File: src/rtl/alu_exec_stage.sv
// EX stage of the 5-stage MIPS pipeline: ALU, BEQ/BNE resolution and the EX/MEM register.
// Priority at each edge is reset > flush > stall > load; an invalid entry loads as a bubble.
module alu_exec_stage #(
   parameter int DATA_W = 32,
   parameter int REG_W  = 5
) (
   input  logic              clk,
   input  logic              reset,
   input  logic              stall,
   input  logic              flush,
   input  logic              in_valid,
   input  logic [3:0]        alu_ctrl,
   input  logic [DATA_W-1:0] op_a,
   input  logic [DATA_W-1:0] op_b,
   input  logic [DATA_W-1:0] store_data_in,
   input  logic [REG_W-1:0]  rd_in,
   input  logic              reg_write_in,
   input  logic              mem_read_in,
   input  logic              mem_write_in,
   output logic              out_valid,
   output logic [DATA_W-1:0] alu_result,
   output logic              zero,
   output logic              branch_taken,
   output logic              illegal_op,
   output logic [DATA_W-1:0] store_data_out,
   output logic [REG_W-1:0]  rd_out,
   output logic              reg_write_out,
   output logic              mem_read_out,
   output logic              mem_write_out
);

   logic [DATA_W-1:0] res;
   logic              taken;
   logic              illegal;
   logic              no_write;
   logic              clear;

   always_comb begin
      res      = '0;
      taken    = 1'b0;
      illegal  = 1'b0;
      no_write = 1'b0;
      case (alu_ctrl)
         4'b0000: res = op_a + op_b;
         4'b0001: res = op_a - op_b;
         4'b0010: res = op_a & op_b;
         4'b0011: res = ~(op_a | op_b);
         4'b0100: res = op_a | op_b;
         4'b0101: res[0] = ($signed(op_a) < $signed(op_b));
         4'b0110: begin
            res      = op_a - op_b;
            taken    = (op_a == op_b);
            no_write = 1'b1;
         end
         4'b0111: begin
            res      = op_a - op_b;
            taken    = (op_a != op_b);
            no_write = 1'b1;
         end
         default: begin
            illegal  = 1'b1;
            no_write = 1'b1;
         end
      endcase
   end

   // A bubble (invalid entry, not stalled) clears the whole register, like a flush.
   assign clear = reset | flush | (~stall & ~in_valid);

   always_ff @(posedge clk) begin
      if (clear) begin
         out_valid      <= 1'b0;
         alu_result     <= '0;
         zero           <= 1'b0;
         branch_taken   <= 1'b0;
         illegal_op     <= 1'b0;
         store_data_out <= '0;
         rd_out         <= '0;
         reg_write_out  <= 1'b0;
         mem_read_out   <= 1'b0;
         mem_write_out  <= 1'b0;
      end else if (!stall) begin
         out_valid      <= 1'b1;
         alu_result     <= res;
         zero           <= (res == '0);
         branch_taken   <= taken;
         illegal_op     <= illegal;
         store_data_out <= store_data_in;
         rd_out         <= rd_in;
         reg_write_out  <= reg_write_in & ~no_write;
         mem_read_out   <= mem_read_in  & ~no_write;
         mem_write_out  <= mem_write_in & ~no_write;
      end
   end

endmodule

File: config.mk
export PLATFORM = sky130hd
export DESIGN_NAME = alu_exec_stage
export DESIGN_NICKNAME = d
export VERILOG_FILES = /design/src/rtl/alu_exec_stage.sv
export SDC_FILE = /design/constraint.sdc
export NUM_CORES = 1
export LEC_CHECK = 0
export CORE_MARGIN = 4
export CORE_UTILIZATION = 53
export DETAILED_ROUTE_END_ITERATION = 8
export PLACE_DENSITY_LB_ADDON = 0.08
export SLEW_MARGIN = 20
export SYNTH_ARGS = -nofsm -noshare
export SYNTH_HDL_FRONTEND = slang
export SYNTH_SLANG_ARGS = --single-unit
File: constraint.sdc
create_clock -name clk -period 4.8 [get_ports clk]
set_clock_uncertainty 0.2 [all_clocks]
set_input_delay 0.48 -clock clk [delete_from_list [all_inputs] [get_ports clk]]
set_output_delay 0.48 -clock clk [all_outputs]
set_load 0.05 [all_outputs]
# Word-level counts from Yosys, hierarchy flattened
# Cells that the tools add are included.
[totals]
ff_bits = 76
latch_bits = 0
ram_bits = 0
rom_bits = 0
in_bits = 113
output_inout_bits = 76
word_cells = 42
mem_count = 0
[classes]
addsub = 2
n_mul = 0
div_mod_pow = 0
order_cmp = 1
eq_ne = 9
shift = 0
muxes = 4
bitwise_logic = 11
n_reduce_logical = 5
[ops]
columns = ["operator", "n"]
rows = [
  ["one-hot mux 31 bit (5 select lines)", 1],
  ["adder 32 bit", 1],
  ["AND 32 bit", 1],
  ["== test 32 bit", 1],
  ["logical NOT 32 bit", 1],
  ["less-than comparator 32 bit", 1],
  ["inequality test 32 bit", 1],
  ["inverter 32 bit", 1],
  ["bitwise OR 32 bit", 1],
  ["subtractor 32 bit", 1],
  ["== test 4 x 3 -> 1 bit, second input constant", 4],
  ["== test 4 x 2 -> 1 bit, second input constant", 2],
  ["OR reduction 8 bit", 1],
  ["one-hot mux 1 bit (6 select lines)", 1],
  ["OR reduction 6 bit", 1],
  ["AND 1 bit", 4],
  ["== test 4 x 1 -> 1 bit, second input constant", 1],
  ["logical NOT 4 bit", 1],
  ["OR reduction 3 bit", 1],
  ["inverter 1 bit", 2],
  ["bitwise OR 1 bit", 2],
  ["one-hot mux 1 bit (2 select lines)", 1],
  ["two-way mux 1 bit", 1],
]

# Logic depth before layout (Yosys ltp)
[depth]
word_depth = 4
ltp_mapped = 15
depth_no_buf = 14

# Least setup slack after synthesis
# No wires, ideal clock.
[synth_path]
kind = "in2reg"
from = "input op_a[0]"
to = "register zero"
setup_ps = 59
arrival_time_ps = 3429
t_required_ps = 4541
slack_ps = 1113
cell_stages = 14
path_cell_list = "inv_1 ha_1 fa_1 nor3_1 nor3_1 a221oi_1 o22ai_1 nor4_1 o2111ai_1 nor4_2 o2111ai_1 or4_1 nor4_2 a31o_1"
[synth_via]
elab_chain_cells = 4
[synth_lines]
columns = ["element", "line", "rtl"]
rows = [
  ["start: declaration", "13", "input logic [DATA_W-1:0] op_a,"],
  ["branches (longest 3 deep; another with subtractor 32 bit)", "n/a", ""],
  ["logical NOT 32 bit (*)", "85", "zero <= (res == '0);"],
  ["end signal: assignment", "85", ""],
  ["end: declaration", "22", "output logic zero,"],
]
# Every way passes the cells marked *.
# A chain may end at the register's enable or synchronous reset.

# Worst setup path after layout
# Same ends and word-level chain as after synthesis.

==> implementation parameters <==
Parameter                              Value

Synthesis
  Number of enable flip-flop cells after synthesis    0
  Most instantiated cells after synthesis    146 x sky130_fd_sc_hd__nor2_1, 102 x sky130_fd_sc_hd__ha_1, 97 x sky130_fd_sc_hd__inv_1
  Synthesis-stage register bit count    76
  Number of instances in the synthesized netlist    1141
  Most numerous cell in the Yosys netlist    sky130_fd_sc_hd__nor2_1
  Largest cells by area after synthesis    sky130_fd_sc_hd__dfxtp_1 18%, sky130_fd_sc_hd__ha_1 15%, sky130_fd_sc_hd__nor2_1 6.4%
  Prevailing post-synth register cell    sky130_fd_sc_hd__dfxtp_1
  Async set or reset register ratio after synthesis    0
  Post-synth top area share    0.1771
  Post-synth top area cell    sky130_fd_sc_hd__dfxtp_1
  Post-synthesis net count    1358
  Share of the yosys chip area belonging to registers    0.1771
  Count of synthesis-stage warnings from yosys    0
  Mean instance size in the synthesized netlist    7.529 sq um
  Number of distinct standard cells referenced by the synthesized netlist    91
  Post-Synthesis Cell Area    0.008591 sq mm

Floorplanning
  Core Footprint    0.01589 sq mm
  Initial Utilization    0.5408
  Die Span X    135.3 um
  Number of standard-cell rows in the floorplan    46
  Die outline area    0.01831 sq mm
  Vertical die dimension    135.3 um
  Number of top-level pins    189

Clock tree
  Number of levels the H-tree was split into    3
  Number of CTS-inserted buffers    9
  Master cell of the clock root buffer    sky130_fd_sc_hd__clkbuf_16
  Setup Fix Bufs, Post-CTS    0
  Resize count post-CTS    0
  Source-to-sink clock delay at the later pin of the worst-skew pair    0.34 ns
  Bufs on Longest Clock Path    2
  CTS Hold Bufs    0
  CTS tree    yes
  Clock Pin Slew Worst Setup and Hold Paths    0.07 ns
  Number of clock sinks seen by CTS    76

Placement
  Weighted congestion reported at the end of routability-driven placement    1.004
  Number of input and output port buffers inserted    188
  Worst setup slack before clock tree synthesis    -0.1605 ns
  Post-detail-place hpwl    25330 um
  Placement Cell Area    0.01091 sq mm

Drt
  DRC viols    0
  Drt first-iter violations    1131
  Met1 Wirelength    13330 um
  Highest routed layer    met4
  Routed len/inst    20.97 um
  Post-detailed-route via-to-cell ratio    6.383
  Via count    9893
  Pre-Repair DR Iteration Count    6
  Total length of routed wires    32510 um
  Met3 routed wirelength    3021 um
  Remaining antenna violation count after routing    0
  Routed wire length on met2    14870 um

Job
  MaxCap Viol Count    0

Layout
  Layout Area Growth over Synthesis    30.47%
  Layout net count    1546
  Fraction of final layout cells sized beyond drive strength 1    0.09520
  Seq. cell area    0.001521 sq mm
  Number of filler instances in the final layout    1302
  Total area of multi-input combinational cells    0.006404 sq mm
  N_diodes    0
  Summed area of non-filler cells in the final layout    0.01121 sq mm

Global route
  Global Route Usage Sum    0.3407
  Number of antenna violations at the first check in global routing    0
  Vias in the first global route    9293
  Largest net degree at the start of global routing    77
  Total overflow reported by the global router    0
  Global-route wire length before repair    50090 um

Setup path
  Sort of element at the start of the critical path    input pin
  Crit path max fanout    4
  Data arrival time at the worst-slack endpoint    4.73 ns
  WS Path Type    in -> reg
  Required time of the critical path    4.89 ns
  Category of the worst setup path capture point    register

Timing
  Max Clk Rate    215.2 MHz
  Final max-slew violation count    0
  Relative slew slack    0.3004
  Final number of hold-violating endpoints    0
  Final-layout setup total negative slack    0 ns
  Count of final setup violators    0
  RSZ-0062 raised after global routing    false
  Period utilization    0.9681
  Final setup margin    0.1530 ns
  Clock period minus final worst setup slack    4.647 ns
  Worst Tran Pin Value    1.049 ns

Power
  Leakage power    4.835 nW
  PwrDens    212.4 mW/mm^2
  Total Power    0.002380 W
  Largest voltage drop on the vdd net    190.5 uV

Status
  Run status    complete, no violations

Min path
  Type of the most critical hold path    reg -> reg
-- cells by family (layout without fill, tap and decap cells) --
logic type / after synthesis / count (layout) / synth area share
fa+ha+maj: 104 / 104 / 0.1532
xor+xnor: 1 / 1 / 0.001020
flops: 76 / 76 / 0.1771
compound gates: 373 / 373 / 0.3229
simple gates: 368 / 368 / 0.2075
mux: 49 / 49 / 0.05709
buf+inv: 170 / 363 / 0.08112
-- path summary, 6_finish.rpt --
check        startpoint   endpoint  slack, ns  depth (start not counted)
min           out_valid  out_valid       0.25                          1
max reg2reg        zero       zero       3.82                          2
max             op_a[0]       zero       0.15                         15
min reg2reg   out_valid  out_valid       0.25                          1
-- critical path: stages --
cell	delay (ns)
sky130_fd_sc_hd__clkdlybuf4s50_1	0.51
sky130_fd_sc_hd__inv_1	0.08
sky130_fd_sc_hd__ha_1	0.24
sky130_fd_sc_hd__fa_1	0.44
sky130_fd_sc_hd__nor3_1	0.37
sky130_fd_sc_hd__nor3_1	0.14
sky130_fd_sc_hd__a221oi_1	0.29
sky130_fd_sc_hd__o22ai_1	0.19
sky130_fd_sc_hd__nor4_1	0.37
sky130_fd_sc_hd__o2111ai_1	0.22
sky130_fd_sc_hd__nor4_2	0.32
sky130_fd_sc_hd__o2111ai_1	0.16
sky130_fd_sc_hd__or4_1	0.57
sky130_fd_sc_hd__nor4_2	0.18
sky130_fd_sc_hd__a31o_1	0.19
-- state kept, by name, indices dropped and copies added (netlist names) --
signal	flops
alu_result	32
store_data_out	32
rd_out	5
branch_taken	1
illegal_op	1
mem_read_out	1
mem_write_out	1
out_valid	1
reg_write_out	1
zero	1
-- report_power, final --
part	internal (W)	switching, W	total, W
Sequential	0.000649	0.0000109	0.000660
Combinational	0.000422	0.000624	0.00105
Clock	0.000364	0.000310	0.000675
-- cell usage in the layout (no fill, tap or decap), drive strengths merged, types with 12 or more instances in the layout --
cell type | netlist | final
and2 | 12 | 12
nor4 | 20 | 20
a21oi | 98 | 98
nor2 | 147 | 147
o21ai | 43 | 43
o31ai | 16 | 16
mux2i | 49 | 49
nor3 | 18 | 18
a221oi | 20 | 20
inv | 97 | 101
a211oi | 15 | 15
nand3 | 18 | 18
a21o | 19 | 19
nand2 | 81 | 81
buf | 40 | 63
a221o | 15 | 15
dfxtp | 76 | 76
clkdlybuf4s50 | 0 | 187
ha | 102 | 102
-- per-stage QoR --
stage	std cells	util	hold WS [ns]
global placement	1534	0.6869	0.2346
finish	1550	0.7056	0.2509
floorplan	1141	-	0.4239
global route	1550	0.7056	0.2905
CTS	1550	0.7053	0.2555
detailed placement	1534	0.6869	0.2406
-- layer usage --
metal	up-vias	GRT usage
li1	4575	-
met1	4618	0.4492
met2	595	0.5531
met3	105	0.06761
met4	0	0.1249
met5	-	0
-- final cells by class --
cell class                      instances  area share
Timing Repair Buffer                  250      0.2103
Multi-Input combinational cell        895      0.5713
Inverter                               97     0.03249
Clock inverter                          7    0.005917
Tap cell                              216     0.02411
Sequential cell                        76      0.1357
Clock buffer                            9     0.02009
Note: power is estimated with default switching activity, not from simulation.
